--- src/rtl/mux_pack_n.sv ---
// Parametrised narrow-to-wide lane packer with valid/ready flow control, one-word output
// register, selectable lane order and zero-padded flush. Optional overflow counter: MUX_PACK_OVF_EN.
module mux_pack_n #(
  parameter int DATA_W    = 8,
  parameter int RATIO     = 4,
  parameter int MSB_FIRST = 1,
  parameter int CNT_W     = $clog2(RATIO + 1)
) (
  input  logic                    clk_f,
  input  logic                    reset,
  input  logic [DATA_W-1:0]       data_in,
  input  logic                    valid_in,
  output logic                    ready_out,
  input  logic                    flush,
  output logic [RATIO*DATA_W-1:0] data_out,
  output logic                    valid_out,
  input  logic                    ready_in,
  output logic [CNT_W-1:0]        lanes_out,
  output logic [CNT_W-1:0]        fill_count
`ifdef MUX_PACK_OVF_EN
  ,
  output logic [7:0]              ovf_cnt
`endif
);

  localparam int OUT_W = RATIO * DATA_W;
  localparam logic [CNT_W-1:0] LAST_LANE = CNT_W'(RATIO - 1);

  logic [DATA_W-1:0] r_lane [RATIO];
  logic [CNT_W-1:0]  r_fill;
  logic [CNT_W-1:0]  r_lanes;
  logic [OUT_W-1:0]  r_data;
  logic              r_valid;

  logic              w_slot_free;
  logic              w_ready;
  logic              w_accept;
  logic              w_full;
  logic              w_flush;
  logic              w_emit;
  logic [CNT_W-1:0]  w_lanes_new;
  logic [DATA_W-1:0] w_lane_next [RATIO];
  logic [OUT_W-1:0]  w_word;

  // Only the beat that would complete a word can be stalled by a held output.
  assign w_slot_free = !r_valid || ready_in;
  assign w_ready     = !((r_fill == LAST_LANE) && !w_slot_free);
  assign w_accept    = valid_in && w_ready;
  assign w_full      = w_accept && (r_fill == LAST_LANE);
  assign w_flush     = flush && w_slot_free && ((r_fill != '0) || w_accept);
  assign w_emit      = w_full || w_flush;
  assign w_lanes_new = w_accept ? (r_fill + CNT_W'(1)) : r_fill;

  // Lanes beyond the fill level are forced to zero so a flushed word is zero-padded.
  always_comb begin
    for (int i = 0; i < RATIO; i++) begin
      w_lane_next[i] = '0;
      if (w_accept && (r_fill == CNT_W'(i))) begin
        w_lane_next[i] = data_in;
      end else if (CNT_W'(i) < r_fill) begin
        w_lane_next[i] = r_lane[i];
      end
    end
  end

  always_comb begin
    w_word = '0;
    for (int i = 0; i < RATIO; i++) begin
      if (MSB_FIRST != 0) begin
        w_word[OUT_W-1-i*DATA_W -: DATA_W] = w_lane_next[i];
      end else begin
        w_word[i*DATA_W +: DATA_W] = w_lane_next[i];
      end
    end
  end

  always_ff @(posedge clk_f) begin
    if (!reset) begin
      r_fill  <= '0;
      r_lanes <= '0;
      r_data  <= '0;
      r_valid <= 1'b0;
      for (int i = 0; i < RATIO; i++) begin
        r_lane[i] <= '0;
      end
    end else begin
      for (int i = 0; i < RATIO; i++) begin
        if (w_accept && (r_fill == CNT_W'(i))) begin
          r_lane[i] <= data_in;
        end
      end
      if (w_emit) begin
        r_data  <= w_word;
        r_lanes <= w_lanes_new;
        r_valid <= 1'b1;
        r_fill  <= '0;
      end else begin
        if (ready_in) begin
          r_valid <= 1'b0;
        end
        r_fill <= w_lanes_new;
      end
    end
  end

`ifdef MUX_PACK_OVF_EN
  logic [7:0] r_ovf;

  // Counts offered-but-refused beats, saturating at all-ones.
  always_ff @(posedge clk_f) begin
    if (!reset) begin
      r_ovf <= '0;
    end else if (valid_in && !w_ready && (r_ovf != 8'hFF)) begin
      r_ovf <= r_ovf + 8'd1;
    end
  end

  assign ovf_cnt = r_ovf;
`endif

  assign ready_out  = w_ready;
  assign data_out   = r_data;
  assign valid_out  = r_valid;
  assign lanes_out  = r_lanes;
  assign fill_count = r_fill;

endmodule

--- config.mk ---
export PLATFORM = sky130hd
export DESIGN_NAME = mux_pack_n
export DESIGN_NICKNAME = d
export VERILOG_FILES = /design/src/rtl/mux_pack_n.sv
export SDC_FILE = /design/constraint.sdc
export NUM_CORES = 1
export LEC_CHECK = 0
export ABC_AREA = 1
export BUFFER_PORTS_ARGS = -buffer_cell sky130_fd_sc_hd__clkbuf_2
export CAP_MARGIN = 20
export CORE_AREA = 2 2 84 78
export CTS_BUF_LIST = sky130_fd_sc_hd__clkbuf_16
export DETAILED_ROUTE_END_ITERATION = 12
export DIE_AREA = 0 0 86 80
export GPL_TIMING_DRIVEN = 0
export PLACE_DENSITY = 0.82
export SKIP_CTS_REPAIR_TIMING = 1
export SLEW_MARGIN = 20
export SYNTH_ARGS = -nofsm -noshare
export SYNTH_HDL_FRONTEND = slang
export SYNTH_SLANG_ARGS = --single-unit
--- constraint.sdc ---
create_clock -name clk_f -period 3 [get_ports clk_f]
set_clock_uncertainty 0.15 [all_clocks]
set_input_delay 0.9 -clock clk_f [delete_from_list [all_inputs] [get_ports clk_f]]
set_output_delay 0.9 -clock clk_f [all_outputs]
set_load 0.02 [all_outputs]
* Word-level counts from Yosys, hierarchy flattened
Memories as Yosys holds them, arrays and structs flattened. Index checks and enable logic that the tools add are counted.
Word-level totals: bits in registers 39, RAM bits 32, input bits 13, output and inout bits 40, word-level logic and storage cells 64, memories 1
Operators by class: $add $sub $neg 1, magnitude comparators 4, equal/unequal tests 3, multiplexer cells 28, bitwise operators 5, reduce and logical (&&, ||, !) cells 18
Memory list:
- r_lane | words 4, width 8, read ports 4, clocked after memory_dff 0, write ports 4, RTL line 29 | logic [DATA_W-1:0] r_lane [RATIO];
Operator list (number):
- $mux W8 | 12
- $mux W1 | 15
- $logic_and A1 B1 Y1 | 8
- $eq A3 B2 Y1 const B | 2
- $lt A1 B3 Y1 const A | 2
- $lt A2 B3 Y1 const A | 2
- $or A1 B1 Y1 | 4
- $add A3 B1 Y3 const B | 1
- $eq A3 B1 Y1 const B | 1
- $logic_not A1 Y1 | 3
- $logic_not A3 Y1 | 1
- $logic_or A1 B1 Y1 | 3
- $mux W3 | 1
- $reduce_bool A3 Y1 | 1
- $reduce_bool A2 Y1 | 1
- $reduce_or A2 Y1 | 1
- $not A1 Y1 | 1

* Logic depth before layout (Yosys ltp)
Gate-level depths: netlist (run 1).
depth after elaboration 11, depth in mapped cells 11, mapped depth without buffers 10

* Worst setup path before layout (run 1)
No wires, ideal clock.
path type input to output, start point input ready_in, end point output ready_out, arrival 1487 ps, required time 1950 ps, slack 463 ps, stages on the path 6, buffers on the path 2, path through inv_1 -> nand2_1 -> inv_1 -> nand2_2 -> buf_6 -> buf_6
Between the ends: word-level cells in the longest chain between the ends 4
RTL lines:
- start, declared | RTL line 17 | input logic ready_in,
- $logic_or A1 B1 Y1 | RTL line 46 | assign w_slot_free = !r_valid || ready_in;
- $logic_not A1 Y1 | RTL line 47 | assign w_ready = !((r_fill == LAST_LANE) && !w_slot_free);
- $logic_and A1 B1 Y1 | RTL line 47
- $logic_not A1 Y1 | RTL line 47
- end, declared | RTL line 13 | output logic ready_out,
No other way between the ends.

* Worst setup path after layout (run 1)
Same ends and word-level chain as after synthesis.

==> summary.md, run 1 <==
| Metric | Value |
|---|---|
| Fin area | `4150 µm²` |
| Tot GR Track Use | `0.247` |
| Arrival time worst endpoint | `1.79 ns` |
| CP required | `1.95 ns` |
| Max-slew headroom | `0.445` |
| Outcome | `completed` |
| Total chip power | `2.45 mW` |
| Placed cell area | `3880 µm²` |
| Clock Path Buffers | `2` |
| Max rail drop VDD | `roughly 410 µV` |
| Final critical-path share of the clock period | `0.946` |
| Vias/cell | `5.15` |
| Yosys warnings | `0` |
| Psw | `approximately 0.70 mW` |
| Largest net degree at the start of global routing | `14` |
| Core area | `around 6000 µm²` |
| Distinct cells, synth | `27` |
| Share of cells above drive strength 1 | `0.182` |
| Skew-Pair Late Insertion Delay | `0.33 ns` |
| Leak Pwr | `2.11 nW` |
| CP Cell Sequence | `clkbuf_2 -> inv_1 -> nand2_1 -> inv_1 -> nand2_2 -> buf_6 -> buf_6 -> clkbuf_2` |
| Max-cap violation count | `0` |
| Post-synth ARST share | `0` |
| Cts bufs inserted | `9` |
| Global-route wire length before repair | `around 13 mm` |
| Worst-path clk slew | `0.06 ns` |
| Initial Util | `0.591` |
| Register bit total from synthesis | `between 70 and 80` |
| Post-Syn Area per Cell | `7.52 µm²` |
| CP max FO | `10` |
| DR iter-0 viols | `227` |
| Internal | `1.75 mW` |
| Final design utilization | `0.694` |
| Top-level I/O count | `53` |
| Critical-path top delay cell | `clkbuf_2` |
| Final WL | `8.10 mm` |
| Net Sw Frac | `0.284` |
| Max-slew violations | `0` |
| Post-synth EDFFs | `32` |
| CTS tree | `done` |
| Nets@finish | `548` |
| Vias | `3,139` |
| Setup crit start kind | `input port` |
| Min Tclk post-route | `2.84 ns` |
| Synthesized area | `3530 µm²` |
| Hold Vio Cnt, Final | `0` |
| GRT overflow | `0` |
| CTS root buf | `clkbuf_16` |
| Post-synth top area cell | `edfxtp_1` |
| ANT cells | `0` |
| Fmax | `0.352 GHz` |
| I/O Buffers | `51` |
| Top sig layer | `met4` |
| Largest cells by area after synthesis | `edfxtp_1 27%, dfxtp_1 22%, nand2_1 13%` |
| Worst Max-Slew Pin Slew | `0.827 ns` |
| PD cells | `roughly 590 nW/µm²` |
| Synthesized Nets | `486` |
| Routed len/inst | `between 10 and 15 µm` |
| Comb pwr share | `0.148` |
| DR DRC count | `0` |
| Met1 WL | `3.34 mm` |
| CP Capture Type | `output port` |
| Mapped Cells | `470` |
| RSZ-0062 raised after global routing | `no` |
| Routed Antenna Nets | `0` |
| Hold WC Path Type | `reg -> reg` |
| Met3 routed WL | `569 µm` |
| Die X-Extent | `86 µm` |
| Die extent in y | `about 80 µm` |
| Sequential share of power | `0.452` |
| Setup TNS | `0 ns` |
| Placer Congestion | `0.844` |
| Post-synth top area share | `0.272` |
| Top FF cell, synth | `dfxtp_1` |
| Setup-failing EPs final | `0` |
| First-pass iteration count of the detailed router | `5` |
| Area delta synth->final | `17.5%` |
| Die Footprint | `between 6000 and 7000 µm²` |
| FP Rows | `27` |
| Dpl hpwl | `5.88 mm` |
| Slowest stage delay, CP | `0.17 ns` |
| Sink Count | `71` |
| Vias in the first global route | `between 2,000 and 3,000` |
| Sequential element share of the synthesized area | `0.493` |
| Setup CP Type | `in -> out` |
| Initial antenna violation count | `0` |
| Clk pwr share | `0.400` |
| Met2 WL | `3.99 mm` |
| # H-tree levels | `3` |
[routing by layer]
metal / up-vias / GRT usage
met4: 0 / 0.102
met1: 1455 / 0.316
met3: 20 / 0.0548
li1: 1560 / -
met2: 104 / 0.406
met5: - / 0
[critical path: cells and delay by family]
family                 cells  cell delay [ns]
AND/OR/NAND/NOR            2             0.24
buffers and inverters      6             0.64
[registers in the layout, summed over array words and instances, names as in the netlist]
name        cells
fill_count      3
r_lane         32
data_out       32
valid_out       1
lanes_out       3
[path summary, 6_finish.rpt]
path                        startpoint                          to  slack [ns]  cells after the start
max                           ready_in                   ready_out        0.16                      8
min          lanes_out[1]$_SDFFE_PN0P_   lanes_out[1]$_SDFFE_PN0P_        0.36                      4
max reg2reg   fill_count[0]$_SDFF_PP0_  r_lane[2][3]$_SDFFCE_PN0P_        0.68                      6
min reg2reg  lanes_out[1]$_SDFFE_PN0P_   lanes_out[1]$_SDFFE_PN0P_        0.36                      4
[cell type report]
cell class	count	area [µm²]
inverters	68	255
plain buffers	22	156
clock inverters	7	48.8
fillers	513	1830
clock buffers	9	225
repair buffers	51	255
flip-flops and latches	71	1740
multi-input cells	309	1380
well taps	72	90.1
[power by group through the flow]
stage | Clock, mW | Sequential, mW | Combinational (mW)
floorplan | 0 | 1.18 | 0.202
global placement | 0 | 1.13 | 0.352
detailed placement | 0 | 1.13 | 0.361
CTS | 0.987 | 1.11 | 0.365
global route | 1.02 | 1.11 | 0.403
finish | 0.980 | 1.11 | 0.363
[synthesized netlist by cell type (2+ instances only)]
cell type and number:
a21oi_1 2, nand3_2 2, nor2_1 119, nand2_1 125, edfxtp_1 32, nand2_4 4
nand4_1 16, nand2_2 2, buf_1 2, a21oi_2 3, buf_2 5, inv_1 67
ha_1 3, o21ai_0 24, clkbuf_1 6, dfxtp_1 39, buf_6 9
[metrics by stage]
stage                     cells  setup WS [ns]  hold slack, ns
final                       609          0.161           0.361
after global routing        609         0.0878           0.393
after CTS                   609          0.170           0.364
after detailed placement    593          0.171           0.353
after global placement      593          0.179           0.347
after floorplan             470          0.463           0.394
[logic make-up (layout without fill, tap and decap cells)]
kind of cell | Yosys count | count (layout) | share of synthesized area
AND/OR/NAND/NOR | 276 | 276 | 0.333
buffers and inverters | 90 | 157 | 0.117
flip-flops | 71 | 71 | 0.493
AO/OA/AOI/OAI | 29 | 29 | 0.0443
adder cells (fa/ha/maj) | 3 | 3 | 0.0106
XOR/XNOR | 1 | 1 | 0.00248
[cell usage in the layout, fill, tap and decap left out, drive strengths merged]
| master | count |
|---|---|
| ha | 3 |
| a21oi | 5 |
| clkinv | 6 |
| dfxtp | 39 |
| xor2 | 1 |
| nand2 | 132 |
| buf | 16 |
| clkinvlp | 1 |
| nand3 | 4 |
| o21ai | 24 |
| or2 | 1 |
| inv | 68 |
| nor2 | 121 |
| clkbuf | 66 |
| edfxtp | 32 |
| nor3 | 1 |
| nand4 | 17 |
Power figures use the tool's default switching activity.
==> run 2, diff against run 1 <==
Settings changed: CORE_AREA 2 2 84 78 to 2 2 86 80, DIE_AREA 0 0 86 80 to 0 0 88 82, PLACE_DENSITY 0.82 to 0.79.
Clock period 3 ns to 3.02 ns, I/O delays scaled along.
==> run 2 against run 1 <==
  * Critical endpoint unchanged
  * Worst hold slack worse by 0.0016 ns
  * Largest power group unchanged
  * Via count down 1.4%
  * Die area up 4.9%
  * Clock power down 0.5%
  * Power down 0.51%
  * Worst setup slack worse by 0.028 ns
  * Register-to-register slack about the same
  * Clock-buffer cell count unchanged
  * Largest cell class unchanged
  * Routed wire length up 2.5%
==> summary.md, run 2 (synthesized netlist as in run 1, its figures left out) <==
| Metric | Value |
|---|---|
| GRT overflow | `0` |
| R2r endpoint | `r_lane[2][5]$_SDFFCE_PN0P_` |
| First-pass iteration count of the detailed router | `5` |
| Layout Cells excl Fill | `627` |
| Net Sw Frac | `0.285` |
| Tot GR Track Use | `0.249` |
| Hold_sp | `data_out[12]$_SDFFE_PN0P_` |
| Setup CP Type | `in -> out` |
| Largest net degree at the start of global routing | `14` |
| Internal | `1.74 mW` |
| CP max FO | `10` |
| Hold Vio Cnt, Final | `0` |
| Max-cap violation count | `0` |
| Die Footprint | `7220 µm²` |
| Final critical-path share of the clock period | `0.956` |
| Final WL | `just over 8 mm` |
| Initial antenna violation count | `0` |
| Top-level I/O count | `53` |
| Routed len/inst | `approximately 13 µm` |
| Max-slew headroom | `0.366` |
| CTS tree | `done` |
| Skew-Pair Late Insertion Delay | `0.33 ns` |
| Vias/cell | `just under 5` |
| Worst hold stages | `4` |
| Vias in the first global route | `2,847` |
| PD cells | `584 nW/µm²` |
| Setup-failing EPs final | `0` |
| Routed Antenna Nets | `0` |
| Sequential share of power | `0.452` |
| RSZ-0062 raised after global routing | `no` |
| FP Rows | `28` |
| Hold Crit Endpoint | `data_out[12]$_SDFFE_PN0P_` |
| Sink Count | `slightly above 70` |
| Max rail drop VDD | `approximately 420 µV` |
| Area delta synth->final | `18.2%` |
| CP Capture Type | `output port` |
| Clk pwr share | `0.400` |
| CTS root buf | `clkbuf_16` |
| Outcome | `completed` |
| Placed Cells | `611` |
| ANT cells | `0` |
| Core area | `6340 µm²` |
| Reg-to-Reg Start | `fill_count[0]$_SDFF_PP0_` |
| Arrival time worst endpoint | `about 1.8 ns` |
| Comb pwr share | `0.149` |
| Share of cells above drive strength 1 | `0.181` |
| Hold WC Path Type | `reg -> reg` |
| Commonest non-fill, non-tap cell in the layout | `nand2_1` |
| Setup slack, reg-to-reg | `0.69 ns` |
| # H-tree levels | `3` |
| Max-slew violations | `0` |
| Setup TNS | `0 ns` |
| I/O Buffers | `51` |
| Minimum hold slack | `0.359 ns` |
| DR DRC count | `0` |
| Placer Congestion | `0.863` |
| Nets@finish | `548` |
| Vias | `3,094` |
| Most frequent cells in the layout | `125 x nand2_1, 119 x nor2_1, 68 x inv_1` |
| CP required | `between 1.5 and 2 ns` |
| Min Tclk post-route | `2.89 ns` |
| Initial Util | `0.557` |
| Setup crit start kind | `input port` |
| Dpl hpwl | `5.92 mm` |
| Clock Path Buffers | `2` |
| Cts bufs inserted | `9` |
| Fillers | `around 570` |
| Register-to-Register Path Depth | `6` |
| Die extent in y | `82 µm` |
| Psw | `roughly 0.70 mW` |
| Global-route wire length before repair | `13.6 mm` |
| Die X-Extent | `88 µm` |
| Leak Pwr | `2.12 nW` |
| DR iter-0 viols | `169` |
| Fmax | `~0.35 GHz` |
| Final design utilization | `0.658` |
| Worst-path clk slew | `about 0.060 ns` |
| Worst Max-Slew Pin Slew | `0.944 ns` |
## run 2: power by group through the flow
stage | Combinational (mW) | Clock [mW] | Sequential (mW)
floorplan | 0.201 | 0 | 1.17
global placement | 0.352 | 0 | 1.12
detailed placement | 0.360 | 0 | 1.12
CTS | 0.362 | 0.981 | 1.10
global route | 0.407 | 1.02 | 1.11
finish | 0.362 | 0.975 | 1.10
## run 2: through the flow
stage	power [mW]	setup slack [ns]	cell area, µm²
2_1_floorplan	1.37	0.471	3530
3_3_place_gp	1.47	0.161	3900
3_5_place_dp	1.48	0.130	3900
4_1_cts	2.44	0.118	4180
5_1_grt	2.54	0.0731	4180
6_report	2.44	0.133	4180
## run 2: worst max path at each step
stage | startpoint | depth (start not counted) | to | slack (ns)
6_report | ready_in | 8 | ready_out | 0.13
4_1_cts | ready_in | 8 | ready_out | 0.12
3_5_place_dp | ready_in | 8 | ready_out | 0.13
2_1_floorplan | ready_in | 6 | ready_out | 0.47
5_1_grt | ready_in | 8 | ready_out | 0.07
3_3_place_gp | ready_in | 8 | ready_out | 0.16
## run 2: area by class of cell
type | count | area [µm²] | share of cell area
plain buffers | 22 | 156 | 0.0375
clock buffers | 9 | 225 | 0.0539
clock inverters | 7 | 48.8 | 0.0117
inverters | 68 | 255 | 0.0611
multi-input cells | 309 | 1380 | 0.331
flip-flops and latches | 71 | 1740 | 0.417
well taps | 90 | 113 | 0.0270
repair buffers | 51 | 255 | 0.0611
## run 2: worst max-delay path, stage by stage
cell	delay, ns
clkbuf_2	0.08
inv_1	0.03
nand2_1	0.17
inv_1	0.08
nand2_2	0.11
buf_6	0.15
buf_6	0.14
clkbuf_2	0.17
## run 2: metal layers
metal,up-vias,share of wire,wire length (µm),global-route usage
li1,1561,-,-,-
met2,119,0.47,3920,0.397
met5,-,0,0,0
met3,25,0.066,552,0.0603
met1,1389,0.43,3570,0.319
met4,0,0.031,261,0.117
